[config.mk]
export PLATFORM = sky130hd
export DESIGN_NAME = bcd_serial_add_ctrl
export DESIGN_NICKNAME = d
export VERILOG_FILES = /design/src/rtl/bcd_serial_add_ctrl.sv
export SDC_FILE = /design/constraint.sdc
export NUM_CORES = 1
export LEC_CHECK = 0
export CAP_MARGIN = 0
export CORE_ASPECT_RATIO = 2
export CORE_MARGIN = 3
export CORE_UTILIZATION = 48
export CTS_CLUSTER_DIAMETER = 80
export DETAILED_ROUTE_END_ITERATION = 10
export GPL_ROUTABILITY_DRIVEN = 1
export PLACE_DENSITY = 0.82
export SYNTH_ARGS = -nofsm -noshare
export SYNTH_HDL_FRONTEND = slang
export SYNTH_SLANG_ARGS = --single-unit
export TNS_END_PERCENT = 100
[constraint.sdc]
create_clock -name clk -period 5.25 [get_ports clk]
set_input_delay 1.05 -clock clk [delete_from_list [all_inputs] [get_ports clk]]
set_output_delay 1.05 -clock clk [all_outputs]
set_load 0.02 [all_outputs]
[src/rtl/bcd_serial_add_ctrl.sv]
// Multi-digit BCD adder sequencer: streams packed operands through a shared
// one-digit BCD adder, LSD first, chaining the decimal carry between digits.
module bcd_serial_add_ctrl #(
    parameter int DIGITS = 4
) (
    input  logic                  clk,
    input  logic                  rst,
    input  logic                  start,
    input  logic [4*DIGITS-1:0]   a,
    input  logic [4*DIGITS-1:0]   b,
    input  logic                  cin,
    output logic [3:0]            dig_a,
    output logic [3:0]            dig_b,
    output logic                  dig_cin,
    input  logic [3:0]            dig_sum,
    input  logic                  dig_cout,
    output logic [4*DIGITS-1:0]   sum,
    output logic                  cout,
    output logic                  busy,
    output logic                  done,
    output logic                  err
);

    localparam int IW = (DIGITS > 1) ? $clog2(DIGITS) : 1;
    localparam logic [IW-1:0] LAST = IW'(DIGITS - 1);

    typedef enum logic [1:0] {
        IDLE,
        ADD,
        DONE
    } state_t;

    state_t              state;
    state_t              state_nx;
    logic [4*DIGITS-1:0] a_reg;
    logic [4*DIGITS-1:0] b_reg;
    logic [4*DIGITS-1:0] sum_reg;
    logic                carry_reg;
    logic                cout_reg;
    logic                err_reg;
    logic [IW-1:0]       idx;
    logic                accept;
    logic                last;
    logic                bad;
    int unsigned         pos;

    assign accept = start && (state != ADD);
    assign last   = (idx == LAST);
    assign pos    = 32'(idx) * 4;

    always_comb begin
        bad = 1'b0;
        for (int i = 0; i < DIGITS; i++) begin
            if (a[4*i+:4] > 4'd9 || b[4*i+:4] > 4'd9) begin
                bad = 1'b1;
            end
        end
    end

    always_comb begin
        state_nx = state;
        dig_a    = '0;
        dig_b    = '0;
        dig_cin  = 1'b0;
        unique case (state)
            IDLE: begin
                if (accept) state_nx = ADD;
            end
            ADD: begin
                dig_a   = a_reg[pos+:4];
                dig_b   = b_reg[pos+:4];
                dig_cin = carry_reg;
                if (last) state_nx = DONE;
            end
            DONE: begin
                state_nx = accept ? ADD : IDLE;
            end
            default: state_nx = IDLE;
        endcase
    end

    always_ff @(posedge clk or posedge rst) begin
        if (rst) begin
            state     <= IDLE;
            a_reg     <= '0;
            b_reg     <= '0;
            sum_reg   <= '0;
            carry_reg <= 1'b0;
            cout_reg  <= 1'b0;
            err_reg   <= 1'b0;
            idx       <= '0;
        end else begin
            state <= state_nx;
            if (accept) begin
                a_reg     <= a;
                b_reg     <= b;
                carry_reg <= cin;
                idx       <= '0;
                sum_reg   <= '0;
                cout_reg  <= 1'b0;
                err_reg   <= bad;
            end else if (state == ADD) begin
                carry_reg <= dig_cout;
                if (last) begin
                    // An invalid operand still runs to completion but
                    // reports an all-zero result.
                    if (err_reg) begin
                        sum_reg  <= '0;
                        cout_reg <= 1'b0;
                    end else begin
                        sum_reg[pos+:4] <= dig_sum;
                        cout_reg        <= dig_cout;
                    end
                end else begin
                    sum_reg[pos+:4] <= dig_sum;
                    idx             <= idx + 1'b1;
                end
            end
        end
    end

    assign sum  = sum_reg;
    assign cout = cout_reg;
    assign err  = err_reg;
    assign busy = (state == ADD);
    assign done = (state == DONE);

endmodule

======== Word level (Yosys, flattened, before mapping) ========
Cells that the tools add are included.
cells by class
  add/subtract/negate cells ............... 2
  order comparisons ....................... 8
  equality and inequality tests ........... 7
  shift-type cells ........................ 4
  multiplexer cells ....................... 25
  reductions and logical operators ........ 11
operator list
  operator                   number
  $mux W16                   4
  $neg A4 Y34                1
  $shift A4 B34 Y16 const A  1
  $shiftx A4 B34 Y16         1
  $gt A4 B4 Y1 const B       8
  $shiftx A16 B5 Y4          2
  $bwmux W16                 1
  $mux W1                    12
  $mux W2                    5
  $mux W4                    2
  $pmux W2 S3                1
  $reduce_and A2 Y1          3
  $eq A2 B2 Y1 const B       2
  $logic_or A1 B1 Y1         4
  $ne A2 B1 Y1 const B       2
  $ne A2 B2 Y1 const B       2
  $reduce_bool A2 Y1         2
  $add A2 B1 Y2 const B      1
  $eq A2 B1 Y1 const B       1
  $logic_not A2 Y1           1
  $logic_and A1 B1 Y1        1
storage, ports and cells
  flip-flop bits (word level) ............. 55
  bits of input ports ..................... 41
  word-level logic and storage cells ...... 65

======== Logic depth before layout (Yosys ltp) ========
Gate-level depths: netlist of the first run.
  depth in word-level cells ............... 7
  mapped depth ............................ 7

======== Worst setup path after synthesis of the first run ========
No wires, ideal clock.
  path type ............................... register to output
  from .................................... register idx[0]
  to ...................................... output dig_a[0]
  data arrival time ....................... 1362 ps
  data required time ...................... 4200 ps
  setup slack ............................. 2838 ps
  stages on the path, launching flop included .. 4
  path through ............................ dfrtp_1 -> buf_6 -> mux4_2 -> and2_1
between the ends
  word-level cells in the longest chain between the ends .. 2
RTL lines
  item                      line  text
  start: declaration        41    logic [IW-1:0] idx;
  start signal: assignment  116   idx <= idx + 1'b1;
  $shiftx A16 B5 Y4         70    dig_a = a_reg[pos+:4];
  $mux W4                   65    unique case (state)
  end: declaration          12    output logic [3:0] dig_a,
No other way between the ends.

======== Worst setup path after layout of the first run ========
  from .................................... register idx[0]
  to ...................................... output dig_a[3]
The elaborated chain is that of the path after synthesis.

==> results of run 1 <==
==> cell families (layout without fill, tap and decap cells) <==
logic type / Yosys count / count (layout) / synth area share, %
AO/OA/AOI/OAI: 35 / 35 / 9.33
buffers and inverters: 12 / 82 / 2.96
adder cells (fa/ha/maj): 6 / 6 / 2.91
multiplexers: 41 / 41 / 21.8
AND/OR/NAND/NOR: 38 / 38 / 9.57
flip-flops: 55 / 55 / 53.4
==> path summary, 6_finish.rpt <==
check	startpoint	endpoint	slack [ns]	cells past startpoint
setup / recovery	idx[0]$_DFFE_PP0P_	dig_a[3]	1.68	3
hold / removal	state[0]$_DFFE_PP0P_	state[0]$_DFFE_PP0P_	0.50	1
setup reg to reg	idx[0]$_DFFE_PP0P_	sum[8]$_DFFE_PP0P_	2.78	6
hold reg to reg	state[0]$_DFFE_PP0P_	state[0]$_DFFE_PP0P_	0.50	1
max in group asynchronous	rst	idx[1]$_DFFE_PP0P_	3.22	2
min in group asynchronous	rst	sum[9]$_DFFE_PP0P_	1.33	2
==> critical path: cells and delay by family, from the launching register on <==
| kind | cells | cell delay, ns |
|---|---|---|
| buffers and inverters | 1 | 0.53 |
| and+or+nand+nor | 1 | 0.18 |
| muxes | 1 | 0.64 |
| DFF | 1 | 0.88 |
==> cell usage after synthesis (all sizes together) <==
cell type	n	area share, %
o22ai	1	0.24
nand3b	2	0.58
nor2b	2	0.49
o21ai	16	3.1
a22o	15	5.1
and3b	1	0.34
nor3	3	1.2
nand2	12	2.3
nand2b	1	0.24
nor2	4	0.58
mux2	32	14
o31ai	1	0.29
clkinv	1	0.34
nand4	2	0.49
a32o	1	0.39
clkbuf	2	0.29
dfrtp	55	53
mux2i	1	0.39
a21oi	1	0.19
inv	4	0.58
and2	10	2.4
ha	6	2.9
mux4	8	7.4
nor4b	1	0.92
buf	5	1.7
==> per-stage QoR <==
| stage | setup slack, ns | hold slack, ns | area [um2] | cells | power (W) |
|---|---|---|---|---|---|
| 2_1_floorplan | 2.84 | 0.457 | 2580 | 187 | 0.00136 |
| 3_3_place_gp | 2.02 | 0.468 | 3290 | 307 | 0.00165 |
| 3_5_place_dp | 1.96 | 0.482 | 3290 | 307 | 0.00169 |
| 4_1_cts | 1.64 | 0.498 | 3390 | 315 | 0.00194 |
| 5_1_grt | 1.58 | 0.514 | 3390 | 315 | 0.00204 |
| 6_report | 1.68 | 0.497 | 3390 | 315 | 0.00192 |
==> per-layer routing <==
metal  vias to the layer above  GRT usage [%]  part of all wire (%)
met3                         8           2.94                   3.4
met5                         -              0                     0
li1                        824              -                     -
met4                         0           5.97                   1.3
met2                        43           36.7                    59
met1                       887           21.0                    36
==> power by group <==
group / total (W) / switching, W / internal (W)
logic: 0.000936 / 0.000431 / 0.000506
registers: 0.000730 / 0.000133 / 0.000597
clock network: 0.000255 / 0.000135 / 0.000120
==> cell type report <==
type | count | share of cell area [%]
Sequential cell | 55 | 40.6
Multi-Input combinational cell | 120 | 33.1
Timing Repair Buffer | 69 | 20.4
Clock buffer | 7 | 2.84
Tap cell | 58 | 2.14
Inverter | 5 | 0.701
Clock inverter | 1 | 0.221
==> metrics.md, run 1 <==
| Metric | Value |
|---|---|
| Final Critical Period | around 3.6 ns |
| Slowest CP cell | dfrtp_1 |
| H-Tree Depth | 2 |
| Area Overhead vs Synth | 31.6% |
| Synth unique cells | 30 |
| Crit path kind | register to primary output |
| Leak | about 1.4 nW |
| Slew of the pin with the lowest slew margin | roughly 1.1 ns |
| Post-route DRC violation count | 0 |
| Post-layout utilization of the core | approximately two thirds |
| Initial DRC count | 47 |
| CTS Buffer Depth | 2 |
| Cell Chain, Critical Path | mux4_1, and2_1, clkdlybuf4s50_1 |
| Synth Cell Area | approximately 2600 um2 |
| Post-DRT Antenna Nets | 0 |
| Post-CTS resize count | 0 |
| Peak supply drop | around 0.34 mV |
| # fillers | 406 |
| DR WL/cell | ~18 um |
| DR vias | about 1,800 |
| Syn nets | 234 |
| Global route overflow | 0 |
| Most common cell after layout, fill and taps aside | clkdlybuf4s50_1 |
| Die area | roughly 6300 um2 |
| CP Launch Type | register |
| Setup bufs post-CTS | 0 |
| Worst Path Max Fanout | 16 |
| Largest net degree at the start of global routing | between 50 and 60 |
| Setup-failing EPs final | 0 |
| Relative slew margins | around a quarter |
| Die Wd | around 58 um |
| # nets final | 303 |
| Status | finished, final reports clean |
| CP Capture Type | primary output |
| Most frequent cells in the layout | clkdlybuf4s50_1 (69), dfrtp_1 (55), mux2_2 (30) |
| Ratio of cells with drive above 1 in the final layout | roughly a fifth |
| GRT Resource Usage Total | 19.2% |
| Power per cell area | approximately 570 nW/um2 |
| Io pins | 70 |
| RSZ-0062 raised after global routing | no |
| CTS clk-pin slew, worst paths | about 0.090 ns |
| Hold Fails Final Rpt | 0 |
| Drt total wl | 5610 um |
| DRT Pass-1 Iters | 4 |
| Clk_skew | ~0.013 ns |
| Final number of max-transition violations | 0 |
| Buffers on Ports | 69 |
| Number of synthesized register bits | 55 |
| Clk sinks | 55 |
| Worst EP required | approximately 4.2 ns |
| CTS tree | done |
| Hold buffers post-CTS | 0 |
| Core area | a little over 5000 um2 |
| Mapped Cells | between 150 and 200 |
| Total CTS buffers | 5 |
| Clk root buf | clkbuf_8 |
| Period utilization | around two thirds |
| Via density per instance | ~5.6 |
| Yosys warnings | 0 |
| RePlAce Congestion | 0.734 |
| Die Y | ~110 um |
| Footprint of the multi-input gates | between 1000 and 1500 um2 |
| Critical path's largest stage delay | 0.88 ns |
| Setup tns final | 0 ns |
| Via count of the first global-routing pass | 1,884 |
| HPWL after DPL | around 4300 um |
| Antenna diode count | 0 |
| Wire length of the first global-routing pass | between 9000 and 10,000 um |
| FP Rows | 37 |
| FF+latch area | between 1000 and 1500 um2 |
| Starting Density | roughly half |
| Antenna violations before repair | 0 |
| Min-delay worst type | register to register |
| Max-cap violations | 0 |
| CP arrival | 2.52 ns |
| Avg Inst Size Synth | 13.8 um2 |
| Worst-skew pair later-pin latency | just over 0.3 ns |
| Seq/Total Area, Yosys | 53.4% |
| Fmax | approximately 280 MHz |
Note: power is estimated with default switching activity, not from simulation.
==> run 2: changes to the inputs <==
Clock period 5.25 ns to 3.45 ns, I/O delays scaled along.
==> metrics.md, run 2 (same netlist as run 1, synthesis figures left out) <==
| Metric | Value |
|---|---|
| CTS Buffer Depth | 2 (unchanged) |
| GRT Resource Usage Total | 19.2% (about the same) |
| Post-CTS resize count | 0 (unchanged) |
| CP Launch Type | register |
| Post-layout utilization of the core | 65.5% (+0.072 points) |
| RSZ-0062 raised after global routing | no |
| Setup bufs post-CTS | 0 (unchanged) |
| Wire length of the first global-routing pass | 9180 um (+0.45%) |
| DR vias | 1,798 (+2.0%) |
| Max-cap violations | 0 (unchanged) |
| Fmax | approximately 330 MHz |
| Status | finished, final reports clean |
| R2r worst-path depth | 7 (+1) |
| Power per cell area | 855 nW/um2 (+51%) |
| Setup tns final | 0 ns (unchanged) |
| Worst Path Max Fanout | 13 (-3) |
| # nets final | 305 (+0.66%) |
| Clk sinks | 55 (unchanged) |
| Hold Fails Final Rpt | 0 (unchanged) |
| Hold Path Depth | 1 (unchanged) |
| Footprint of the multi-input gates | 1120 um2 (unchanged) |
| Clk root buf | clkbuf_8 |
| Antenna violations before repair | 0 (unchanged) |
| Post-DRT Antenna Nets | 0 (unchanged) |
| Starting Density | 49.7% (unchanged) |
| Top Layer Used | met4 |
| Peak supply drop | 0.484 mV (+44%) |
| Most common cell after layout, fill and taps aside | clkdlybuf4s50_1 |
| M1 WL | 1830 um (-9.9%) |
| CTS clk-pin slew, worst paths | 0.10 ns (about the same) |
| Met2 wire length | 3250 um (-2.2%) |
| Worst-skew pair later-pin latency | 0.31 ns (about the same) |
| Slew of the pin with the lowest slew margin | 0.629 ns (-0.491 ns) |
| FP Rows | 37 (unchanged) |
| Final Critical Period | 3.08 ns |
| Tot Pwr | 0.00290 W (+51%) |
| Area Overhead vs Synth | 31.8% |
| Leak | 1.44 nW (+0.37%) |
| CP arrival | 2.39 ns (-0.13 ns) |
| CP Capture Type | primary output |
| Buffers on Ports | 69 (unchanged) |
| # fillers | 404 (-0.49%) |
| Global route overflow | 0 (unchanged) |
| Ratio of cells with drive above 1 in the final layout | 20.5% (+0.62 points) |
| Die Y | 110 um (unchanged) |
| Die Wd | 57.8 um (unchanged) |
| Post-route DRC violation count | 0 (unchanged) |
| Via count of the first global-routing pass | 1,962 (+4.1%) |
| Placed cell count | 309 (+0.65%) |
| H-Tree Depth | 2 (unchanged) |
| Met3 WL | 209 um (+11%) |
| HPWL after DPL | 4180 um (-2.9%) |
| Setup-failing EPs final | 0 (unchanged) |
| CTS tree | done |
| DR WL/cell | 17.2 um (-3.6%) |
| FF+latch area | 1380 um2 (unchanged) |
| Most frequent cells in the layout | clkdlybuf4s50_1 (69), dfrtp_1 (55), mux2_2 (30) |
| Core area | 5180 um2 (unchanged) |
| Clk_skew | 0.00826 ns (-0.00441 ns) |
| Largest net degree at the start of global routing | 40 (-29%) |
| Die area | 6340 um2 (unchanged) |
| Antenna diode count | 0 (unchanged) |
| Drt total wl | 5440 um (-3.0%) |
| Crit path kind | register to primary output |
| RePlAce Congestion | 0.747 (+1.7%) |
| Worst EP required | 2.76 ns (-1.44 ns) |
| Non-Filler Instances | 317 (+0.63%) |
| Via density per instance | 5.67 (+1.4%) |
| Total CTS buffers | 5 (unchanged) |
| Final number of max-transition violations | 0 (unchanged) |
| Relative slew margins | 58.0% (+33 points) |
| Hold buffers post-CTS | 0 (unchanged) |
| Min-delay worst type | register to register |
| Period utilization | about nine tenths |
| Initial DRC count | 36 (-23%) |
| DRT Pass-1 Iters | 4 (unchanged) |
| Io pins | 70 (unchanged) |
-- run 2: cell type report --
| type | instances | area share (%) |
|---|---|---|
| clock buffer | 5 | 2.03 |
| multi-input combinational | 120 | 33.1 |
| clock inverter | 3 | 0.700 |
| tap | 58 | 2.14 |
| sequential | 55 | 40.5 |
| inverter | 5 | 0.700 |
| timing repair buffer | 71 | 20.8 |
-- run 2: report_power, final --
part           leakage [nW]  total [W]  internal [W]  switching (W)
sequential            0.684    0.00110      0.000908       0.000188
combinational         0.712    0.00144      0.000777       0.000662
clock                0.0461   0.000368      0.000147       0.000221
total                  1.44    0.00290       0.00183        0.00107
-- run 2: critical path, stage by stage (launching register included) --
cell and delay (ns):
dfrtp_1 0.76, mux4_1 0.61, and2_1 0.17, clkdlybuf4s50_1 0.53
-- run 2: metal layers --
metal	up-vias	track usage (%)
met1	893	19.2
met3	12	2.94
li1	833	-
met2	60	36.7
met4	0	9.95
met5	-	0
-- run 2: path summary, 6_finish.rpt --
path / slack, ns / start / endpoint
worst max-delay path: 0.37 / idx[0]$_DFFE_PP0P_ / dig_a[3]
worst min-delay path: 0.50 / state[0]$_DFFE_PP0P_ / state[0]$_DFFE_PP0P_
worst max register to register: 1.10 / idx[0]$_DFFE_PP0P_ / sum[8]$_DFFE_PP0P_
worst min register to register: 0.50 / state[0]$_DFFE_PP0P_ / state[0]$_DFFE_PP0P_
max in group asynchronous: 1.98 / rst / sum[13]$_DFFE_PP0P_
min in group asynchronous: 0.66 / rst / a_reg[12]$_DFFE_PP0N_
-- run 2: metrics by stage --
step / setup WS (ns) / instance area (um2) / hold slack (ns)
after CTS: 0.332 / 3390 / 0.497
after global routing: 0.260 / 3390 / 0.519
after detailed placement: 0.658 / 3300 / 0.473
after global placement: 0.693 / 3300 / 0.467
final: 0.375 / 3390 / 0.496
after floorplan: 1.40 / 2580 / 0.457
